`src/rtl/if_stage_fetch_if.sv`:
```
// rtl/if_stage_fetch_if.sv - instruction memory bus between fetch stage and imem
// Purpose: groups the fetch-side instruction memory address/data pair.
// Signals:
//   addr   32  byte address driven by the fetch stage (master)
//   rdata  32  instruction word returned combinationally by memory (slave)
interface if_stage_fetch_if;
  logic [31:0] addr;
  logic [31:0] rdata;

  modport master (output addr, input rdata);
  modport slave  (input addr, output rdata);
endinterface

```
`src/rtl/if_stage_fetch.sv`:
```
// rtl/if_stage_fetch.sv - MIPS instruction-fetch stage with PC and IF/ID register
// Purpose: owns the PC, addresses instruction memory, and registers the fetched
// word into IF/ID under redirect > flush > stall > normal priority.
// Ports:
//   clk, reset           clock, asynchronous active-high reset
//   stall, flush         hazard controls from downstream
//   redirect, redirect_pc taken branch/jump target
//   imem                 instruction memory bus (master: addr out, rdata in)
//   pc                   current fetch PC
//   if_id_instr/pc/pc4   registered instruction, its PC and PC+4
//   if_id_valid          1 = real instruction, 0 = bubble
//   misalign_err         sticky flag for an accepted unaligned redirect target
//   fetch_count          number of instructions loaded into IF/ID
module if_stage_fetch #(
  parameter logic [31:0] RESET_PC  = 32'h0000_0000,
  parameter logic [31:0] NOP_INSTR = 32'h0000_0000
) (
  input  logic                     clk,
  input  logic                     reset,
  input  logic                     stall,
  input  logic                     flush,
  input  logic                     redirect,
  input  logic [31:0]              redirect_pc,
  if_stage_fetch_if.master         imem,
  output logic [31:0]              pc,
  output logic [31:0]              if_id_instr,
  output logic [31:0]              if_id_pc,
  output logic [31:0]              if_id_pc4,
  output logic                     if_id_valid,
  output logic                     misalign_err,
  output logic [31:0]              fetch_count
);

  logic [31:0] pc_q, pc_d;
  logic [31:0] if_id_instr_q, if_id_instr_d;
  logic [31:0] if_id_pc_q, if_id_pc_d;
  logic [31:0] if_id_pc4_q, if_id_pc4_d;
  logic        if_id_valid_q, if_id_valid_d;
  logic        misalign_err_q, misalign_err_d;
  logic [31:0] fetch_count_q, fetch_count_d;
  logic [31:0] pc_plus4;

  // 32-bit modulo increment; wrap past 0xFFFF_FFFC is intentional and silent
  assign pc_plus4 = pc_q + 32'd4;

  always_comb begin
    pc_d           = pc_q;
    if_id_instr_d  = if_id_instr_q;
    if_id_pc_d     = if_id_pc_q;
    if_id_pc4_d    = if_id_pc4_q;
    if_id_valid_d  = if_id_valid_q;
    misalign_err_d = misalign_err_q;
    fetch_count_d  = fetch_count_q;

    if (redirect) begin
      // target is forced word aligned; the low bits only raise the sticky flag
      pc_d          = {redirect_pc[31:2], 2'b00};
      if_id_instr_d = NOP_INSTR;
      if_id_pc_d    = 32'h0;
      if_id_pc4_d   = 32'h0;
      if_id_valid_d = 1'b0;
      if (redirect_pc[1:0] != 2'b00) begin
        misalign_err_d = 1'b1;
      end
    end else if (flush) begin
      // bubble fields match reset values so decode sees a clean NOP
      if_id_instr_d = NOP_INSTR;
      if_id_pc_d    = 32'h0;
      if_id_pc4_d   = 32'h0;
      if_id_valid_d = 1'b0;
      if (!stall) begin
        pc_d = pc_plus4;
      end
    end else if (!stall) begin
      pc_d          = pc_plus4;
      if_id_instr_d = imem.rdata;
      if_id_pc_d    = pc_q;
      if_id_pc4_d   = pc_plus4;
      if_id_valid_d = 1'b1;
      fetch_count_d = fetch_count_q + 32'd1;
    end
  end

  always_ff @(posedge clk or posedge reset) begin
    if (reset) begin
      pc_q           <= RESET_PC;
      if_id_instr_q  <= NOP_INSTR;
      if_id_pc_q     <= 32'h0;
      if_id_pc4_q    <= 32'h0;
      if_id_valid_q  <= 1'b0;
      misalign_err_q <= 1'b0;
      fetch_count_q  <= 32'h0;
    end else begin
      pc_q           <= pc_d;
      if_id_instr_q  <= if_id_instr_d;
      if_id_pc_q     <= if_id_pc_d;
      if_id_pc4_q    <= if_id_pc4_d;
      if_id_valid_q  <= if_id_valid_d;
      misalign_err_q <= misalign_err_d;
      fetch_count_q  <= fetch_count_d;
    end
  end

  assign imem.addr    = pc_q;
  assign pc           = pc_q;
  assign if_id_instr  = if_id_instr_q;
  assign if_id_pc     = if_id_pc_q;
  assign if_id_pc4    = if_id_pc4_q;
  assign if_id_valid  = if_id_valid_q;
  assign misalign_err = misalign_err_q;
  assign fetch_count  = fetch_count_q;

endmodule

```
`src/flat_wrapper.sv`:
```
// flat-port wrapper written by rule: the top's interface ports become plain ports
module if_stage_fetch_flat 
#(
  parameter logic [31:0] RESET_PC  = 32'h0000_0000,
  parameter logic [31:0] NOP_INSTR = 32'h0000_0000
)
  (clk, reset, stall, flush, redirect, redirect_pc, pc, if_id_instr, if_id_pc, if_id_pc4, if_id_valid, misalign_err, fetch_count, imem_addr, imem_rdata);
  if_stage_fetch_if imem_i ();
  input  logic clk;
  input  logic reset;
  input  logic stall;
  input  logic flush;
  input  logic redirect;
  input  logic [31:0] redirect_pc;
  output logic [31:0] pc;
  output logic [31:0] if_id_instr;
  output logic [31:0] if_id_pc;
  output logic [31:0] if_id_pc4;
  output logic if_id_valid;
  output logic misalign_err;
  output logic [31:0] fetch_count;
  output wire logic [$bits(imem_i.addr)-1:0] imem_addr;
  input wire logic [$bits(imem_i.rdata)-1:0] imem_rdata;
  assign imem_addr = imem_i.addr;
  assign imem_i.rdata = imem_rdata;
  if_stage_fetch #(.RESET_PC(RESET_PC), .NOP_INSTR(NOP_INSTR)) u_core (.clk(clk), .reset(reset), .stall(stall), .flush(flush), .redirect(redirect), .redirect_pc(redirect_pc), .imem(imem_i), .pc(pc), .if_id_instr(if_id_instr), .if_id_pc(if_id_pc), .if_id_pc4(if_id_pc4), .if_id_valid(if_id_valid), .misalign_err(misalign_err), .fetch_count(fetch_count));
endmodule
```
`config.mk`:
```
export PLATFORM = sky130hd
export DESIGN_NAME = if_stage_fetch_flat
export DESIGN_NICKNAME = d
export VERILOG_FILES = /design/src/rtl/if_stage_fetch_if.sv /design/src/rtl/if_stage_fetch.sv /design/src/flat_wrapper.sv
export SDC_FILE = /design/constraint.sdc
export NUM_CORES = 1
export LEC_CHECK = 0
export ABC_AREA = 1
export CAP_MARGIN = 20
export CORE_MARGIN = 4
export CORE_UTILIZATION = 45
export CTS_BUF_LIST = sky130_fd_sc_hd__clkbuf_2 sky130_fd_sc_hd__clkbuf_4 sky130_fd_sc_hd__clkbuf_8
export DETAILED_ROUTE_END_ITERATION = 10
export GPL_TIMING_DRIVEN = 1
export HOLD_SLACK_MARGIN = 0.15
export PLACE_DENSITY = 0.88
export SLEW_MARGIN = 10
export SYNTH_ARGS = -nofsm -noshare
export SYNTH_HDL_FRONTEND = slang
export SYNTH_SLANG_ARGS = --single-unit
```
`constraint.sdc`:
```
create_clock -name clk -period 7.55 [get_ports clk]
set_input_delay 0.755 -clock clk [delete_from_list [all_inputs] [get_ports clk]]
set_output_delay 0.755 -clock clk [all_outputs]
set_load 0.01 [all_outputs]
```
Word level (Yosys, flattened, before mapping)
Cells that the tools add are included.
{"block": "totals", "reg_bits": 162, "input_bits": 69, "output_inout_bits": 194, "wordCells": 30}
{"block": "classes", "n_addsub": 2, "n_eq_ne": 2, "mux": 13, "bitwise_logic": 3, "reduce_logical": 3}
{"op": "32-bit two-way mux", "count": 10}
{"op": "32-bit by 1-bit adder with 32-bit output (second input constant)", "count": 1}
{"op": "32-bit by 3-bit adder with 32-bit output (second input constant)", "count": 1}
{"op": "1-bit two-way mux", "count": 3}
{"op": "3-bit by 1-bit != test with 1-bit output (second input constant)", "count": 1}
{"op": "1-bit inverter", "count": 3}
{"op": "3-bit AND reduction", "count": 1}
{"op": "2-bit by 1-bit != test with 1-bit output (second input constant)", "count": 1}
{"op": "2-bit AND reduction", "count": 1}
{"op": "2-bit nonzero test", "count": 1}

Logic depth before layout (Yosys ltp)
{"block": "logic_depth", "word_depth": 4, "depth_mapped": 10, "depth_no_buf": 10}

Worst setup path after synthesis
Ideal clock, no wire load.
{"block": "synth_timing", "path_type": "input to register", "startpoint": "input port redirect", "endpoint": "register u_core.fetch_count_q[24] (netlist: u_core.fetch_count[24])", "setup_time_ns": 0.117, "arrival_ns": 1.630, "setup_slack_ns": 5.803, "cell_stages": 9, "n_path_buf": 1, "cell_sequence": "buf_6 > nor2_8 > nand2_4 > nor2_8 > nand3b_2 > nor2_2 > nand2_1 > nand2_1 > nand2_1"}
{"block": "synth_between", "elab_chain_len": 2}
{"item": "start: declaration", "line": "flat_wrapper.sv:13", "text": "input logic redirect;"}
{"item": "1-bit inverter (no source line)"}
{"item": "3-bit AND reduction (no source line)"}
{"item": "end signal: assignment", "line": "if_stage_fetch.sv:100", "text": "fetch_count_q <= fetch_count_d;"}
{"item": "end: declaration", "line": "if_stage_fetch.sv:40", "text": "logic [31:0] fetch_count_q, fetch_count_d;"}
Every way passes these cells.
A chain may end at the register's enable or synchronous reset.

Worst setup path in the final report
{"block": "layout_timing", "startpoint": "input port redirect", "endpoint": "register u_core.fetch_count_q[17] (netlist: u_core.fetch_count[17])"}
The elaborated chain is that of the path after synthesis.

==> impl_metrics.py <==
metrics = {
    "route": {
        "wl_per_cell_um": 16.46,
        "drcViolationCount": 0,
        "routed-via-count": 7182,
        "drtIter0Drc": 413,
        "viasPerCell": 5.047,
        "dr.pass1.iters": 5,
        "detail-route-antenna-nets": 0,
        "wirelength_um": 23420,
    },
    "sta": {
        "drv_slew": 0,
        "fmax_ghz": 0.3137,
        "final-hold-violation-count": 0,
        "min_period_over_period_pct": 42.22,
        "rsz0062_at_grt": "no",
        "layout_min_cycle_time_ps": 3188,
        "finClkSkew_ps": 15.79,
        "worstMarginPinSlew_ps": 1012,
        "slew_headroom_pct": 32.53,
        "setup_viol": 0,
        "setup_tns_ps": 0,
    },
    "placement": {
        "place_area_um2": 10340,
        "post-dp-hpwl_um": 16870,
        "gp_congestion": 0.9270,
        "io_buffers": 258,
    },
    "clock_tree": {
        "cts-hold-fix-buffers": 0,
        "insertion_delay_ps": 450,
        "clkTransAtPathRegs_ps": 90,
        "cts_buffers": 17,
        "cts_max_level": 4,
        "cts_sinks": 157,
        "cts_resized": 0,
        "tritoncts": "done",
        "cts_buffer_depth": 2,
        "postCtsSetupBuffers": 0,
        "root_buffer": "clkbuf_8",
    },
    "grt": {
        "overflow": 0,
        "antenna_found_initial": 0,
        "grt_usage_pct": 23.70,
        "grt_start_max_net_pins": 94,
        "grt_pass1_vias": 7294,
        "grt_first_pass_wirelength_um": 37340,
    },
    "critical_path": {
        "cp_common_cell": "nand2_1",
        "crit_arrival_ps": 3530,
        "cp-startpoint": "redirect",
        "crit_buf_inv": 3,
        "reg2reg_slack_ps": 5710,
        "crit_path_start_kind": "input port",
        "cp_top_family": "simple AND/OR/NAND/NOR gates",
        "critPathRequiredTime_ps": 7900,
        "worstSetupEndpointType": "flop",
        "cp_slowest_cell": "inv_4",
        "reg2reg_from": "u_core.imem.addr[2]",
        "cp_max_fo": 65,
        "crit_chain": "clkdlybuf4s50_1, buf_4, nor2_8, nand2_4, inv_4, nand2_4, nor2_4, nand2_1, nand2_1, nand2_1",
        "cpPeakStageDelay_ps": 700,
        "setup.worst_path.class": "in -> reg",
    },
    "logic_synthesis": {
        "yosysWarnings": 0,
        "yosys_most_used_dff": "dfrtp_1",
        "syn_inst": 970,
        "ys_types": 36,
        "synth.top_cells.by_count": "nand2_1, dfrtp_1, inv_1",
        "synth_largest_area_cell": "dfrtp_1",
        "seq_area_frac_synth_pct": 49.61,
        "synth_enable_flop_cells": 0,
        "synth_most_common_cell": "nand2_1",
        "ys_ff_latch": 157,
        "async_reset_ff_share_pct": 100.0,
        "synth_area_per_cell_um2": 8.165,
        "ys_top_cells_by_area": "dfrtp_1, nand2_1, inv_1, o21ai_0, a22o_1",
        "synth_top_area_share_pct": 49.61,
        "netlist_area_um2": 7920,
    },
    "final_layout": {
        "drive_gt1_share_pct": 6.010,
        "utilization_pct": 62.25,
        "synthToLayoutAreaGrowth_pct": 35.94,
        "nFillCells": 1453,
        "finalInstanceArea_um2": 10770,
        "antenna_cells": 0,
        "nNetsFinal": 1256,
    },
    "floorplanning": {
        "ioPinCount": 263,
        "coreArea_um2": 17300,
        "num_rows": 48,
        "die_h_um": 140.7,
        "dieArea_um2": 19790,
        "die_x_um": 140.7,
        "initial_core_util_pct": 45.79,
    },
    "run": {
        "max_cap_violations": 0,
    },
    "min_path": {
        "holdCritPathClass": "reg -> reg",
        "hp-start": "u_core.if_id_pc4[27]",
    },
    "power_and_ir_drop": {
        "power_density_nw_per_um2": 184.5,
        "ir_drop_mv": 0.1061,
        "leakagePower_nw": 5.070,
    },
    "status": {
        "outcome": "finished clean",
    },
}
## through the flow
step | cells | hold slack, ps | setup WS (ps) | total power, W
finish | 1423 | 481.2 | 4362 | 0.001986
floorplan | 973 | 499.9 | 2560 | 0.001134
global placement | 1391 | 448.7 | 3946 | 0.001317
CTS | 1423 | 481.3 | 4367 | 0.002003
global route | 1423 | 505.2 | 4195 | 0.002076
detailed placement | 1391 | 460.5 | 3879 | 0.001329
## flip-flops by register name, indices dropped and copies added (netlist names)
| signal | flops |
|---|---|
| u_core.fetch_count | 32 |
| u_core.misalign_err | 1 |
| u_core.imem.addr | 30 |
| u_core.if_id_pc | 30 |
| u_core.if_id_valid | 1 |
| u_core.if_id_instr | 32 |
| u_core.if_id_pc4 | 31 |
## cells in the final DEF, fill, tap and decap left out, types with 6 or more instances in the layout
master / n
clkdlybuf4s50_1: 258
inv_1: 95
nor2_4: 7
nor2_2: 10
xnor2_1: 7
dfrtp_1: 157
o21ai_0: 65
nor2_1: 63
a22o_1: 32
clkbuf_8: 19
nand2_1: 373
nand2_2: 6
xor2_1: 23
nand3_1: 29
## per-layer routing
metal	global-route usage, %	vias up	part of all wire (%)
li1	-	3408	-
met1	30.42	3360	41
met2	39.52	368	48
met3	5.495	46	8.2
met4	8.261	0	2.4
met5	0	-	0
## worst min-delay path, delay by kind of cell, from the launching register on
family	cells	cell delay, ps
DFF	1	340
and+or+nand+nor	2	110
## cell families after synthesis
logic type / Yosys count / share of synthesized area (%)
buf+inv: 167 / 10.92
other cells: 1 / 0.04735
flops: 157 / 49.61
compound gates: 107 / 8.610
xor+xnor: 31 / 3.523
simple gates: 505 / 26.98
fa+ha+maj: 2 / 0.3159
## cell type report
type	count	area, µm²	share of cell area, %
Clock buffer	20	269.0	2.499
Clock inverter	12	160.2	1.488
Inverter	99	379.1	3.521
Multi-Input combinational cell	649	3143	29.19
Sequential cell	157	3929	36.49
Tap cell	225	281.5	2.615
Timing Repair Buffer	261	2605	24.20
## where the power goes
part	total [W]	switching (W)	leakage (nW)	internal [W]
sequential	0.000950	0.0000634	2.10	0.000886
combinational	0.000363	0.000181	2.76	0.000181
clock	0.000674	0.000323	0.205	0.000351
total	0.00199	0.000568	5.07	0.00142
## final timing paths
kind	depth (start not counted)	to
worst min-delay path	2	u_core.if_id_pc4[27]
worst min register to register	2	u_core.if_id_pc4[27]
max in group asynchronous	3	u_core.imem.addr[23]
worst max-delay path	10	u_core.fetch_count[17]
worst max register to register	10	u_core.if_id_pc4[24]
min in group asynchronous	2	u_core.imem.addr[3]
Power figures use the tool's default switching activity.
